$ cat src/rtl/sdp_nrdma_eg_roc_consumer.sv
// Read-order context consumer: frames DMA response beats into groups using
// contexts popped from the RO cfifo, with a registered valid/ready output.
module sdp_nrdma_eg_roc_consumer #(
    parameter int DW   = 64,
    parameter int CNTW = 16
) (
    input  logic            nvdla_core_clk,
    input  logic            nvdla_core_rst,
    input  logic            roc_rd_pvld,
    output logic            roc_rd_prdy,
    input  logic [3:0]      roc_rd_pd,
    input  logic            dma_rsp_pvld,
    output logic            dma_rsp_prdy,
    input  logic [DW-1:0]   dma_rsp_pd,
    output logic            eg_out_pvld,
    input  logic            eg_out_prdy,
    output logic [DW-1:0]   eg_out_pd,
    output logic            eg_out_last,
    output logic            eg_out_eos,
    output logic [CNTW-1:0] grp_done_cnt,
    output logic            eg_idle
);

    typedef enum logic {IDLE, RUN} state_t;

    state_t          state_q, state_d;
    logic [2:0]      ctx_len_q, ctx_len_d;
    logic            ctx_eos_q, ctx_eos_d;
    logic [2:0]      beat_cnt_q, beat_cnt_d;
    logic            out_vld_q, out_vld_d;
    logic [DW-1:0]   out_pd_q, out_pd_d;
    logic            out_last_q, out_last_d;
    logic            out_eos_q, out_eos_d;
    logic [CNTW-1:0] cnt_q, cnt_d;

    logic acc, lastb, pop, grp_fire;

    // The output slot is free when empty or being drained this cycle.
    assign dma_rsp_prdy = (state_q == RUN) & (!out_vld_q | eg_out_prdy);
    assign acc          = dma_rsp_pvld & dma_rsp_prdy;
    assign lastb        = acc & (beat_cnt_q == ctx_len_q);
    assign roc_rd_prdy  = !nvdla_core_rst & ((state_q == IDLE) | lastb);
    assign pop          = roc_rd_pvld & roc_rd_prdy;
    assign grp_fire     = out_vld_q & eg_out_prdy & out_last_q;

    assign eg_out_pvld  = out_vld_q;
    assign eg_out_pd    = out_pd_q;
    assign eg_out_last  = out_last_q;
    assign eg_out_eos   = out_eos_q;
    assign grp_done_cnt = cnt_q;
    assign eg_idle      = (state_q == IDLE) & !out_vld_q;

    always_comb begin
        state_d    = state_q;
        ctx_len_d  = ctx_len_q;
        ctx_eos_d  = ctx_eos_q;
        beat_cnt_d = beat_cnt_q;
        out_vld_d  = out_vld_q;
        out_pd_d   = out_pd_q;
        out_last_d = out_last_q;
        out_eos_d  = out_eos_q;
        cnt_d      = cnt_q;

        // A pop in RUN only happens alongside lastb, so both cases reload here.
        if (pop) begin
            state_d    = RUN;
            ctx_len_d  = roc_rd_pd[2:0];
            ctx_eos_d  = roc_rd_pd[3];
            beat_cnt_d = 3'd0;
        end else if (lastb) begin
            state_d    = IDLE;
            beat_cnt_d = 3'd0;
        end else if (acc) begin
            beat_cnt_d = beat_cnt_q + 3'd1;
        end

        if (acc) begin
            out_vld_d  = 1'b1;
            out_pd_d   = dma_rsp_pd;
            out_last_d = (beat_cnt_q == ctx_len_q);
            out_eos_d  = (beat_cnt_q == ctx_len_q) & ctx_eos_q;
        end else if (out_vld_q & eg_out_prdy) begin
            out_vld_d  = 1'b0;
        end

        if (grp_fire && (cnt_q != {CNTW{1'b1}})) begin
            cnt_d = cnt_q + CNTW'(1);
        end
    end

    always_ff @(posedge nvdla_core_clk) begin
        if (nvdla_core_rst) begin
            state_q    <= IDLE;
            ctx_len_q  <= 3'd0;
            ctx_eos_q  <= 1'b0;
            beat_cnt_q <= 3'd0;
            out_vld_q  <= 1'b0;
            out_pd_q   <= '0;
            out_last_q <= 1'b0;
            out_eos_q  <= 1'b0;
            cnt_q      <= '0;
        end else begin
            state_q    <= state_d;
            ctx_len_q  <= ctx_len_d;
            ctx_eos_q  <= ctx_eos_d;
            beat_cnt_q <= beat_cnt_d;
            out_vld_q  <= out_vld_d;
            out_pd_q   <= out_pd_d;
            out_last_q <= out_last_d;
            out_eos_q  <= out_eos_d;
            cnt_q      <= cnt_d;
        end
    end

endmodule

$ cat config.mk
export PLATFORM = sky130hd
export DESIGN_NAME = sdp_nrdma_eg_roc_consumer
export DESIGN_NICKNAME = d
export VERILOG_FILES = /design/src/rtl/sdp_nrdma_eg_roc_consumer.sv
export SDC_FILE = /design/constraint.sdc
export NUM_CORES = 1
export LEC_CHECK = 0
export CELL_PAD_IN_SITES_DETAIL_PLACEMENT = 1
export CELL_PAD_IN_SITES_GLOBAL_PLACEMENT = 2
export CORE_MARGIN = 2
export CORE_UTILIZATION = 24
export CTS_CLUSTER_SIZE = 16
export DETAILED_ROUTE_END_ITERATION = 6
export PLACE_DENSITY_LB_ADDON = 0.15
export SETUP_SLACK_MARGIN = 0.3
export SYNTH_ARGS = -nofsm -noshare
export SYNTH_HDL_FRONTEND = slang
export SYNTH_SLANG_ARGS = --single-unit
$ cat constraint.sdc
create_clock -name nvdla_core_clk -period 6.8 [get_ports nvdla_core_clk]
set_input_delay 2.04 -clock nvdla_core_clk [delete_from_list [all_inputs] [get_ports nvdla_core_clk]]
set_output_delay 2.04 -clock nvdla_core_clk [all_outputs]
set_load 0.05 [all_outputs]
# After elaboration in Yosys (flattened, before gate mapping)
# Cells that the tools add are included.
# classes
add_sub_neg,2
n_eq_ne,2
muxes,4
bitwise,12
reduce_logical,6
# ops
operator,n
$add A16 B1 Y16 const B,1
$ne A16 B16 Y1 const B,1
$and A1 B1 Y1,9
$mux W1,4
$reduce_bool A2 Y1,2
$add A3 B1 Y3 const B,1
$eq A3 B3 Y1,1
$reduce_or A3 Y1,1
$logic_not A1 Y1,2
$or A1 B1 Y1,2
$logic_and A1 B1 Y1,1
$not A1 Y1,1
# totals
regBits,91
input_bits,73
out_inout_bits,86
wordCells,35

# Longest topological paths before layout
# depth
depth_word,9
depth_mapped,7
mapped_depth_nobuf,5

# Worst setup path after synthesis
# Ideal clock, no wire load.
# synth_timing
path_type,input port to output port
startpoint,input port eg_out_prdy
endpoint,output port roc_rd_prdy
arrival_time_ps,3426
t_required_ps,4760
setup_slack_ps,1334
cell_stages,6
path_buffers,2
cell_sequence,nand2b_1 -> and3_1 -> buf_2 -> buf_2 -> a21oi_1 -> nor2_1
# synth_between
elab_chain_len,6
# synth_lines
item,line_no,text
"start, declared",16,"input logic eg_out_prdy,"
$or A1 B1 Y1,39,assign dma_rsp_prdy = (state_q == RUN) & (!out_vld_q | eg_out_prdy);
$and A1 B1 Y1,39,
$and A1 B1 Y1,40,assign acc = dma_rsp_pvld & dma_rsp_prdy;
$and A1 B1 Y1,41,assign lastb = acc & (beat_cnt_q == ctx_len_q);
$or A1 B1 Y1,42,assign roc_rd_prdy = !nvdla_core_rst & ((state_q == IDLE) | lastb);
$and A1 B1 Y1,42,
"end, declared",10,"output logic roc_rd_prdy,"
# No other way between the ends.

# Final worst setup path
# layout_timing
startpoint,input port eg_out_prdy
endpoint,output port dma_rsp_prdy
# layout_between
elab_chain_len,2
# layout_lines
item,line_no,text
$or A1 B1 Y1,39,
$and A1 B1 Y1,39,
"end, declared",13,"output logic dma_rsp_prdy,"
# No other way between the ends.

==> results by stage <==
Run status:
- The flow ran to the end, and the final reports show no timing, DRC or antenna violations.

Critical path:
- The sort of element at the start of the critical path is an input port.
- The worst path required time is 4760 ps.
- The critical-path maximum fanout is 6.
- The critical path's top delay family is buffers and inverters.
- The worst register-to-register path has a depth of 5.
- The critical path crosses 4 cells after its start point.
- The number of buffers and inverters on the critical path is 2.
- STA classifies the critical path endpoint as an output pin.
- The slowest stage of the critical path belongs to the cell sky130_fd_sc_hd__clkdlybuf4s50_1.
- The kind of critical path is input port to output pin.
- The destination of the worst register-to-register timing path is grp_done_cnt[12]$_SDFFE_PP0P_.
- The startpoint of the most critical register-to-register path is grp_done_cnt[0]$_SDFFE_PP0P_.
- The slack of the worst reg-to-reg path is 4780 ps.
- The worst path arrival time is 3890 ps.
- On the worst path, the slowest cell contributes a delay of 820 ps.
- The critical path goes through clkdlybuf4s50_1, nand2b_1, and2_1, clkdlybuf4s50_1.
- In this design, the critical path's most frequently occurring cell is sky130_fd_sc_hd__clkdlybuf4s50_1.

Logic synthesis:
- Counting flops with an async set or reset pin after synthesis yields a share of 0.
- Of the post-synthesis cell area, the dominant cell type holds 0.5096.
- After synthesis, the most frequently instantiated cells are sky130_fd_sc_hd__nand2_1 (149), sky130_fd_sc_hd__dfxtp_1 (91), sky130_fd_sc_hd__a21oi_1 (76).
- The post-synth net total is 521.
- The post-synthesis instance area is 3575 um2.
- The cell with the most instances after synthesis is sky130_fd_sc_hd__nand2_1.
- The synthesized design contains 0 enable-type register cells.
- The cell taking the most area after synthesis is sky130_fd_sc_hd__dfxtp_1.
- After synthesis, the cell types taking the most area are sky130_fd_sc_hd__dfxtp_1 (51%), sky130_fd_sc_hd__nand2_1 (16%), sky130_fd_sc_hd__a21oi_1 (11%), sky130_fd_sc_hd__clkbuf_1 (2.0%), sky130_fd_sc_hd__nand3_1 (2.0%).
- The netlist uses 39 different library cells.
- In the synthesized netlist the dominant register cell turns out to be sky130_fd_sc_hd__dfxtp_1.
- After synthesis the netlist holds a flip-flop and latch count of 91.
- The sequential-to-total area share from yosys stat is 0.5096.
- The count of warnings emitted by yosys is 0.
- Synthesis produced 446 cells.
- Averaged over all synthesized cells, the footprint is 8.015 um2.

Floorplan:
- The die width is 126.0 um.
- The floorplan step defined a die boundary enclosing 15890 um2.
- The region available for standard cell placement spans 14530 um2.
- The initial standard-cell utilization of the core is 0.2460.
- The floorplan die height is 126.0 um.
- The number of standard-cell rows in the floorplan is 44.
- The I/O pin total is 159.

STA:
- The aggregate negative setup slack is 0 ps.
- The highest attainable clock frequency is 168.7 MHz.
- Of the available clock period, the critical path in the final layout requires 0.8717.
- The shortest clock period the worst path allows after layout is 5927 ps.
- The max-slew headroom at the worst pin is 0.3586.
- The final count of pins violating max slew came to 0.
- Setup violations remaining at the end of the flow were counted as 0.
- Hold is met by 454.2 ps.
- The number of hold violations in the final report is 0.
- At the pin with the least slew margin, the transition time is 962.1 ps.
- Setup repair after global routing left no endpoint under its margin.
- The clock skew is 5.125 ps.

Global route:
- The number of antenna violations at the first check in global routing came to 0.
- The total track usage is 0.1523.
- The first global-routing pass estimated 19480 um of wire.
- The global-route congestion overflow total is 0.
- Entering global routing, the biggest net connects 88 pins.
- The via count of the first global-routing pass is 3712.

Placed design:
- The weighted congestion at the end of routability-driven global placement is 0.7394.
- Summed over all nets, the half-perimeter wirelength after detailed placement is 8115 um.
- Buffers placed on the I/O ports in this run total 158.

Power:
- The power density over the cells is 234.6 nW/um2.
- The internal power contribution is 979.0 uW.
- Power comes to 1323 uW.
- The worst-case IR drop observed on VDD is 112.6 uV.
- The relative contribution of the clock network to total power is 0.418.
- Of the total power, the share spent switching nets is 0.2602.
- The net load switching power is 344.4 uW.
- For this design the static power due to leakage is 0.001932 uW.
- The register share of total power is 0.426.
- The part of the total power dissipated in combinational logic is 0.156.

CTS:
- CTS built an H-tree with a depth of 3.
- The number of clock buffers inserted by TritonCTS is 9.
- No sink is reached through more buffers than the 2 on the longest clock path.
- Gates resized during post-CTS repair numbered 0.
- Buffers inserted to repair hold after CTS numbered 0.
- For the worst-skew pair, the clock arrives at the later sink with an insertion delay of 340 ps.
- The clock net in this run drives a total of 91 sinks.
- The post-CTS setup-driven buffer insertion count is 0.
- The TritonCTS clock tree is done.
- The clock tree root driver cell is sky130_fd_sc_hd__clkbuf_16.
- The CTS clock-pin slew for the worst setup and hold paths is 60 ps.

Cells and area:
- Summing all flip-flop and latch instances after layout gives 1822 um2.
- The layout overhead on the synthesized area is 57.82%.
- The fill cell instance count of the final layout is 1706.
- In the final layout, the share of cells above drive strength 1 is 0.04362.
- The final net count is 666.
- The repair_antennas step left the layout with diodes totalling 0.
- Summing all multi-input logic gate instances after layout gives 1637 um2.

Worst hold path:
- The path with the worst hold slack has its endpoint at eg_out_pd[55]$_SDFFE_PP0P_.
- The worst hold path passes through 2 cells.
- In this run the worst hold path is classified as register to register.
- The beginning of the worst hold path is eg_out_pd[55]$_SDFFE_PP0P_.

Route:
- The per-cell via count in the routed design is 4.636.
- The per-cell routed wire length is 15.36 um.
- The total routed wirelength is 11980 um.
- The violation count after the first detailed-route iteration is 87.
- The number of remaining DRC errors is 0.
- The routed layout has 3616 vias.
- The first-pass detailed-route iteration total is 4.
- The number of nets with antenna violations after routing is 0.

Flow run:
- The max capacitance violation total is 0.
power groups by stage:
stage | sequential [uW] | combinational [uW] | clock, uW
final | 564 | 206 | 553
after global routing | 566 | 221 | 599
after CTS | 564 | 210 | 577
after detailed placement | 577 | 209 | 0
after global placement | 575 | 206 | 0
after floorplan | 633 | 55.2 | 0
worst max path at each step:
stage                     start           end  slack [ps]
floorplan           eg_out_prdy   roc_rd_prdy        1330
global placement    eg_out_prdy  dma_rsp_prdy         940
detailed placement  eg_out_prdy  dma_rsp_prdy         910
CTS                 eg_out_prdy  dma_rsp_prdy         900
global route        eg_out_prdy  dma_rsp_prdy         820
finish              eg_out_prdy  dma_rsp_prdy         870
per-layer routing:
metal  GRT usage  share of wire  wire (um)
met1      0.1734           0.43       5133
met2      0.2584           0.48       5736
met3     0.07222          0.084       1003
met4     0.03685         0.0092        110
met5           0              0          0
logic make-up (layout without fill, tap and decap cells):
logic type | count (synthesis) | in the layout | share of synthesized area
flops | 91 | 91 | 0.5096
buf+inv | 31 | 181 | 0.03430
compound gates | 100 | 100 | 0.1568
simple gates | 212 | 212 | 0.2657
xor+xnor | 5 | 5 | 0.01225
mux | 5 | 5 | 0.01435
fa+ha+maj | 2 | 2 | 0.006999
sequential cells by signal, summed over array words and instances (netlist names):
name,count
eg_out_pd,64
grp_done_cnt,16
beat_cnt_q,3
ctx_len_q,3
ctx_eos_q,1
eg_out_eos,1
eg_out_last,1
eg_out_pvld,1
state_q,1
through the flow:
step / cell area, um2 / util / worst slack (ps) / cells
after global routing: 5642 / 0.3882 / 825.0 / 780
after global placement: 5313 / 0.3655 / 940.5 / 764
after detailed placement: 5313 / 0.3655 / 909.5 / 764
final: 5642 / 0.3882 / 872.7 / 780
after CTS: 5642 / 0.3882 / 901.7 / 780
after floorplan: 3575 / - / 1334 / 446
worst reg2reg max path, cell delays in order (launching register included):
cell and delay (ps):
sky130_fd_sc_hd__dfxtp_1 440, sky130_fd_sc_hd__ha_1 290, sky130_fd_sc_hd__and4_1 400, sky130_fd_sc_hd__nand3_2 180, sky130_fd_sc_hd__or4_1 490, sky130_fd_sc_hd__a21oi_1 150
final cells by class:
cell class	count	area share
Sequential cell	91	0.3229
Clock buffer	12	0.04546
Clock inverter	4	0.01286
Tap cell	184	0.04081
Multi-Input combinational cell	324	0.2901
Inverter	4	0.002661
Timing Repair Buffer	161	0.2852
cells in the final DEF, fill, tap and decap left out, drive strengths merged, types with 2 or more instances in the layout:
master	Yosys	final
nor2b	4	4
or4	7	7
clkdlybuf4s50	0	156
a31oi	3	3
o21ai	4	4
dfxtp	91	91
and4	2	2
nand2	149	149
a311o	2	2
nor3	3	3
buf	8	5
bufinv	0	2
ha	2	2
o21a	2	2
o31ai	5	5
nand3	16	16
mux2i	4	4
xnor2	4	4
a21oi	76	76
and3	7	7
a211oi	2	2
clkbuf	19	12
nand4	6	6
nor4	3	3
nand2b	2	2
inv	4	4
nor2	10	10
(Power assumes the default switching activity.)
